--- config.mk ---
export PLATFORM = sky130hd
export DESIGN_NAME = reg_file_sb_flat
export DESIGN_NICKNAME = d
export VERILOG_FILES = /design/src/rtl/reg_file_sb_if.sv /design/src/rtl/reg_file_sb.sv /design/src/flat_wrapper.sv
export SDC_FILE = /design/constraint.sdc
export NUM_CORES = 1
export LEC_CHECK = 0
export ABC_CLOCK_PERIOD_IN_PS = 3970
export CAP_MARGIN = 20
export CORE_MARGIN = 2
export CORE_UTILIZATION = 50
export CTS_CLUSTER_DIAMETER = 80
export DETAILED_ROUTE_END_ITERATION = 10
export PLACE_DENSITY_LB_ADDON = 0.3
export REMOVE_ABC_BUFFERS = 1
export SKIP_LAST_GASP = 1
export SLEW_MARGIN = 20
export SYNTH_ARGS = -nofsm -noshare
export SYNTH_HDL_FRONTEND = slang
export SYNTH_SLANG_ARGS = --single-unit
--- constraint.sdc ---
create_clock -name Clk -period 3.97 [get_ports Clk]
set_input_delay 0.397 -clock Clk [delete_from_list [all_inputs] [get_ports Clk]]
set_output_delay 0.397 -clock Clk [all_outputs]
set_load 0.05 [all_outputs]
--- src/rtl/reg_file_sb_if.sv ---
// reg_file_sb_if: decode/writeback bus of the scoreboarded register file
interface reg_file_sb_if #(
  parameter int W = 8,
  parameter int D = 3
);
  logic         WriteEn;
  logic [D-1:0] Waddr;
  logic [W-1:0] DataIn;
  logic [D-1:0] RaddrA;
  logic [D-1:0] RaddrB;
  logic [W-1:0] DataOutA;
  logic [W-1:0] DataOutB;
  logic         HazardA;
  logic         HazardB;
  logic         IssueEn;
  logic [D-1:0] IssueAddr;
  logic         IssueStall;
  logic [D:0]   PendingCount;
  modport master (
    output WriteEn, Waddr, DataIn, RaddrA, RaddrB, IssueEn, IssueAddr,
    input  DataOutA, DataOutB, HazardA, HazardB, IssueStall, PendingCount
  );
  modport slave (
    input  WriteEn, Waddr, DataIn, RaddrA, RaddrB, IssueEn, IssueAddr,
    output DataOutA, DataOutB, HazardA, HazardB, IssueStall, PendingCount
  );
endinterface

--- src/rtl/reg_file_sb.sv ---
// reg_file_sb: register file with write bypass and pending-write scoreboard
module reg_file_sb #(
  parameter int W        = 8,
  parameter int D        = 3,
  parameter bit ZERO_REG = 1'b0,
  parameter bit BYPASS   = 1'b1
) (
  input logic Clk,
  input logic Reset,
  reg_file_sb_if.slave bus
);
  localparam int N = 1 << D;
  logic [W-1:0] regs [N];
  logic [N-1:0] pending;
  logic [N-1:0] clr;
  logic [N-1:0] set;
  logic [D:0]   count;
  logic         wz;
  logic         iz;
  logic         byp_a;
  logic         byp_b;
  logic         accept;
  logic         inc;
  logic         dec;
  // register 0 swallows writes and issues when hard-wired to zero
  assign wz     = bus.WriteEn && !(ZERO_REG && bus.Waddr == '0);
  assign iz     = bus.IssueEn && !(ZERO_REG && bus.IssueAddr == '0);
  assign byp_a  = BYPASS && wz && bus.Waddr == bus.RaddrA;
  assign byp_b  = BYPASS && wz && bus.Waddr == bus.RaddrB;
  assign bus.DataOutA = byp_a ? bus.DataIn : regs[bus.RaddrA];
  assign bus.DataOutB = byp_b ? bus.DataIn : regs[bus.RaddrB];
  assign bus.HazardA  = pending[bus.RaddrA] && !byp_a;
  assign bus.HazardB  = pending[bus.RaddrB] && !byp_b;
  assign bus.IssueStall = bus.IssueEn && pending[bus.IssueAddr]
                          && !(bus.WriteEn && bus.Waddr == bus.IssueAddr);
  assign bus.PendingCount = count;
  assign accept = iz && !bus.IssueStall;
  assign clr    = wz ? N'(1) << bus.Waddr : '0;
  assign set    = accept ? N'(1) << bus.IssueAddr : '0;
  // a same-address set keeps the bit, so the write must not decrement
  assign inc    = accept && !pending[bus.IssueAddr];
  assign dec    = wz && pending[bus.Waddr] && !(accept && bus.IssueAddr == bus.Waddr);
  always_ff @(posedge Clk or posedge Reset) begin
    if (Reset) begin
      for (int i = 0; i < N; i++) regs[i] <= '0;
      pending <= '0;
      count   <= '0;
    end else begin
      if (wz) regs[bus.Waddr] <= bus.DataIn;
      pending <= (pending & ~clr) | set;
      count   <= count + (D+1)'(inc) - (D+1)'(dec);
    end
  end
endmodule

--- src/flat_wrapper.sv ---
// flat-port wrapper written by rule: the top's interface ports become plain ports
module reg_file_sb_flat 
#(
  parameter int W        = 8,
  parameter int D        = 3,
  parameter bit ZERO_REG = 1'b0,
  parameter bit BYPASS   = 1'b1
)
  (Clk, Reset, bus_WriteEn, bus_Waddr, bus_DataIn, bus_RaddrA, bus_RaddrB, bus_IssueEn, bus_IssueAddr, bus_DataOutA, bus_DataOutB, bus_HazardA, bus_HazardB, bus_IssueStall, bus_PendingCount);
  reg_file_sb_if #(.W(W), .D(D)) bus_i ();
  input logic Clk;
  input logic Reset;
  input wire logic [$bits(bus_i.WriteEn)-1:0] bus_WriteEn;
  input wire logic [$bits(bus_i.Waddr)-1:0] bus_Waddr;
  input wire logic [$bits(bus_i.DataIn)-1:0] bus_DataIn;
  input wire logic [$bits(bus_i.RaddrA)-1:0] bus_RaddrA;
  input wire logic [$bits(bus_i.RaddrB)-1:0] bus_RaddrB;
  input wire logic [$bits(bus_i.IssueEn)-1:0] bus_IssueEn;
  input wire logic [$bits(bus_i.IssueAddr)-1:0] bus_IssueAddr;
  output wire logic [$bits(bus_i.DataOutA)-1:0] bus_DataOutA;
  output wire logic [$bits(bus_i.DataOutB)-1:0] bus_DataOutB;
  output wire logic [$bits(bus_i.HazardA)-1:0] bus_HazardA;
  output wire logic [$bits(bus_i.HazardB)-1:0] bus_HazardB;
  output wire logic [$bits(bus_i.IssueStall)-1:0] bus_IssueStall;
  output wire logic [$bits(bus_i.PendingCount)-1:0] bus_PendingCount;
  assign bus_i.WriteEn = bus_WriteEn;
  assign bus_i.Waddr = bus_Waddr;
  assign bus_i.DataIn = bus_DataIn;
  assign bus_i.RaddrA = bus_RaddrA;
  assign bus_i.RaddrB = bus_RaddrB;
  assign bus_i.IssueEn = bus_IssueEn;
  assign bus_i.IssueAddr = bus_IssueAddr;
  assign bus_DataOutA = bus_i.DataOutA;
  assign bus_DataOutB = bus_i.DataOutB;
  assign bus_HazardA = bus_i.HazardA;
  assign bus_HazardB = bus_i.HazardB;
  assign bus_IssueStall = bus_i.IssueStall;
  assign bus_PendingCount = bus_i.PendingCount;
  reg_file_sb #(.W(W), .D(D), .ZERO_REG(ZERO_REG), .BYPASS(BYPASS)) u_core (.Clk(Clk), .Reset(Reset), .bus(bus_i));
endmodule
* Word-level counts from Yosys, hierarchy flattened
Index checks and enable logic that the tools add are counted.
** Storage, ports and cells
- Bits in registers :: 76
- Input port bits :: 24
- Output and inout bits :: 23
- Word-level logic and storage cells :: 72
** Operators by class
- Add/subtract/negate cells :: 2
- Order comparisons :: 8
- Equality and inequality tests :: 4
- Shifts and indexed selects :: 2
- Muxes and demuxes :: 21
- Bitwise operators :: 6
- Reductions and logical operators :: 19
** Operators with widths (count)
- 2-to-1 mux 8 bit :: 9
- bitwise mux 64 bit :: 1
- binary-select mux 8 bit (select 3 bit) :: 2
- demux 8 bit (select 3 bit) :: 1
- less-than comparator 3 x 4 -> 1 bit (second input constant) :: 4
- left shift 1 x 3 -> 8 bit (first input constant) :: 2
- logical AND 1 bit :: 13
- binary-select mux 1 bit (select 3 bit) :: 4
- == test 3 bit :: 4
- greater-or-equal comparator 4 bit (second input constant) :: 3
- NOT 3 -> 4 bit :: 3
- bitwise AND 8 bit :: 1
- NOT 8 bit :: 1
- bitwise OR 8 bit :: 1
- logical NOT 1 bit :: 6
- adder 4 x 1 -> 4 bit :: 1
- less-than comparator 4 x 1 -> 1 bit (second input constant) :: 1
- 2-to-1 mux 1 bit :: 4
- subtractor 4 x 1 -> 4 bit :: 1

* Longest topological paths before layout
- Depth in word-level cells :: 10
- Mapped depth :: 10
- Depth with buffers taken out :: 9

* Worst setup path after synthesis
OpenSTA, ideal clock, no wires.
- Kind :: input to output
- From :: input bus_IssueAddr[1]
- To :: output bus_IssueStall
- Data arrival time :: 2.215 ns
- Data required time :: 3.573 ns
- Setup slack :: 1.358 ns
- Cell stages on the path :: 4
- Path buffers :: 1
- Path through :: clkbuf_1 xor2_1 nor3_1 a211oi_1
** Between the ends
- Word-level cells in the longest chain between the ends :: 4
- Elaborated cells on any way between the ends :: 7
- Classes of those cells :: eq/ne (1); mux (2); reduce/logical (4)
** RTL lines
- from (decl) :: RTL line flat_wrapper.sv:19 : input wire logic [$bits(bus_i.IssueAddr)-1:0] bus_IssueAddr;
- binary-select mux 1 bit (select 3 bit) or == test 3 bit (tied branches) :: RTL line reg_file_sb.sv:34, reg_file_sb.sv:35
- 2-to-1 mux 1 bit (not written as such) or logical AND 1 bit (tied branches) :: RTL line reg_file_sb.sv:34, reg_file_sb.sv:35
- logical AND 1 bit or logical NOT 1 bit (tied branches) :: RTL line reg_file_sb.sv:34, reg_file_sb.sv:35
- logical AND 1 bit (*) :: RTL line reg_file_sb.sv:35 : && !(bus.WriteEn && bus.Waddr == bus.IssueAddr);
- to (decl) :: RTL line flat_wrapper.sv:24 : output wire logic [$bits(bus_i.IssueStall)-1:0] bus_IssueStall;
Every way passes the cells marked *; elsewhere a longest branch is shown, timed or not. The select of a mux whose other input is x is not followed.

* Final worst setup path
- From :: input bus_Waddr[1]
- To :: output bus_IssueStall
** Between the ends
- Word-level cells in the longest chain between the ends :: 4
** RTL lines
- from (decl) :: RTL line flat_wrapper.sv:14 : input wire logic [$bits(bus_i.Waddr)-1:0] bus_Waddr;
- == test 3 bit :: RTL line reg_file_sb.sv:35
- logical AND 1 bit :: RTL line reg_file_sb.sv:35
- logical NOT 1 bit :: RTL line reg_file_sb.sv:35
- logical AND 1 bit :: RTL line reg_file_sb.sv:35
No other way between the ends.

==> impl_metrics.py <==
metrics = {
    "synthesis": {
        "yosysTopAreaCell": "dfrtp_1",
        "synth_edf_count": 0,
        "ys_top_cells_by_area": "dfrtp_1, mux2_2, mux4_1",
        "synth_area_mm2": 0.004786,
        "syn_avg_cell_area_um2": 15.29,
        "yosysSeqAreaShare_pct": 39.74,
        "ys.flop_type": "dfrtp_1",
        "synth-seq-cells": 76,
        "ys_types": 36,
        "async_flop_share_pct": 100.0,
        "synth-warning-count": 0,
        "synthCells": 313,
        "yosysTopAreaCellShare_pct": 39.74,
    },
    "global_route": {
        "grt_pass1_vias": 2949,
        "gr-total-overflow": 0,
        "grt_pass1_wl_mm": 16.55,
        "grt_usage_pct": 21.92,
        "antenna_found_initial": 0,
        "grt_max_degree": 41,
    },
    "outcome": {
        "status": "complete, no violations",
    },
    "cells_and_area": {
        "layout_common_cells": "mux2_2, dfrtp_1, mux4_1, clkdlybuf4s50_1, buf_4",
        "nets": 386,
        "multi_input_area_mm2": 0.002670,
        "final.fill_count": 754,
        "syn_to_final_growth_pct": 14.48,
        "final_common_cell": "mux2_2",
        "final_area_mm2": 0.005479,
        "antenna_cells": 0,
        "drive_gt1_share_pct": 41.71,
        "regArea_mm2": 0.001902,
    },
    "clock_network": {
        "hold_buffers": 0,
        "clockBufferDepth": 2,
        "clock-sinks": 76,
        "cts_tree": "done",
        "cts_made_buffers": 9,
        "h-tree-depth": 3,
        "path_clk_slew_ps": 80,
        "clk_latency_ps": 360,
        "post_cts_buffers": 0,
        "ctsResizeCount": 0,
        "cts-root-buf": "clkbuf_8",
    },
    "route": {
        "drc": 0,
        "ant_nets": 0,
        "viasPerCell": 5.919,
        "dr.first_iter.drc_count": 138,
        "first_pass_iters": 4,
        "wl_per_cell_um": 21.32,
        "routed_wirelength_mm": 10.47,
        "num_vias": 2906,
    },
    "worst_setup_path": {
        "crit_chain": "clkdlybuf4s50_1 -> xor2_1 -> nor3_1 -> a211oi_1 -> clkdlybuf4s50_1",
        "critPathCaptureType": "output port",
        "cp.arrival_ps": 2750,
        "critPathKind": "in -> out",
        "required_ps": 3570,
        "crit_path_top_delay_cell": "clkdlybuf4s50_1",
        "cp_common_cell": "clkdlybuf4s50_1",
        "path_max_fanout": 13,
        "critPathMaxStageDelay_ps": 880,
        "cp-start-kind": "primary input",
        "r2r_slack_ps": 1650,
    },
    "pwr": {
        "power_leakage_nw": 2.349,
        "power_mw": 2.862,
        "power-per-cell-area_mw_per_mm2": 522.4,
        "peakVddDrop_mv": 0.3780,
    },
    "floorplan": {
        "top_level_ports": 47,
        "die_w_um": 101.8,
        "initial_utilization_pct": 51.55,
        "core_area_mm2": 0.009284,
        "fp.dieH_um": 101.8,
        "dieArea_mm2": 0.01037,
        "rows": 35,
    },
    "timing": {
        "max_freq_mhz": 317.9,
        "slew_headroom_pct": 40.78,
        "fin_setup_tns_ps": 0,
        "setup_viol": 0,
        "holdWs_ps": 512.2,
        "skew_ps": 2.928,
        "finalCritPeriodShare_pct": 79.24,
        "rsz0062_at_grt": "no",
        "worst_slew_pin_slew_ps": 884.6,
        "setup_slack_ps": 824.1,
        "finalHoldViolCount": 0,
        "layout_min_cycle_time_ps": 3146,
        "slew_viol_final": 0,
    },
    "placed_design": {
        "hpwl_mm": 6.869,
        "gp_congestion": 0.8115,
        "place_ws_ps": 814.3,
        "port_buffers": 46,
        "place_area_mm2": 0.005296,
    },
    "min_path": {
        "hp-class": "reg -> reg",
    },
    "job": {
        "cap_viol_max_count": 0,
    },
}
[cell usage after synthesis (all sizes together), types with 2 or more instances]
master and count:
mux2 98, dfrtp 76, mux4 40, buf 23, inv 14, xnor2 9
nand2 7, ha 4, o41ai 4, and2 3, nand2b 3, nand4 3
nand4b 3, xor2 3, a211oi 2, clkbuf 2, mux2i 2, nand3 2
nor3 2, nor4b 2, o22ai 2, o31ai 2, o41a 2
[through the flow]
| step | cells | util, % |
|---|---|---|
| 6_report | 491 | 59.02 |
| 5_1_grt | 491 | 59.02 |
| 4_1_cts | 491 | 59.02 |
| 3_5_place_dp | 475 | 57.05 |
| 3_3_place_gp | 475 | 57.05 |
| 2_1_floorplan | 288 | - |
[power breakdown]
group          total, mW  leakage (nW)  internal (mW)  switching (mW)
combinational       1.18          1.35          0.596           0.589
clock              0.560        0.0921          0.236           0.323
sequential          1.12         0.912          0.968           0.150
[metal layers]
layer  global-route usage (%)  wire length, µm  part of all wire, %
met2                    34.31             5016                   48
met5                        0                0                    0
met1                    30.71             4743                   45
met4                    9.744              184                  1.8
met3                    3.352              521                  5.0
[layout make-up]
cell class	count	area share, %
repair buffers	58	9.317
flip-flops and latches	76	34.71
inverters	14	0.9591
clock buffers	9	2.261
well taps	129	2.946
multi-input cells	198	48.73
clock inverters	7	1.073
[registers in the layout, summed over array words and instances, names as in the netlist]
| register | count |
|---|---|
| u_core.bus.PendingCount | 4 |
| u_core.pending | 8 |
| u_core.regs | 64 |
[worst max-delay path: cells and delay by family]
| kind | cells | cell delay, ps |
|---|---|---|
| AOI/OAI and AO/OA | 1 | 230 |
| xor gates and xnor gates | 1 | 290 |
| buffers and inverters | 2 | 1710 |
| and+or+nand+nor | 1 | 110 |
[worst paths after layout]
kind	from	endpoint	depth (start not counted)
hold reg to reg	u_core.regs[57]	u_core.regs[57]	1
max in group asynchronous	Reset	u_core.regs[8]	3
hold / removal	u_core.regs[57]	u_core.regs[57]	1
setup reg to reg	u_core.pending[7]	u_core.bus.PendingCount[2]	9
min in group asynchronous	Reset	u_core.regs[33]	2
setup / recovery	bus_Waddr[1]	bus_IssueStall	5
[cells by family after synthesis]
kind of cell / synth area share [%]
flops: 39.74
mux: 45.12
xor+xnor: 2.196
simple gates: 4.523
fa+ha+maj: 1.464
buf+inv: 4.601
compound gates: 2.353
(Power assumes the default switching activity.)
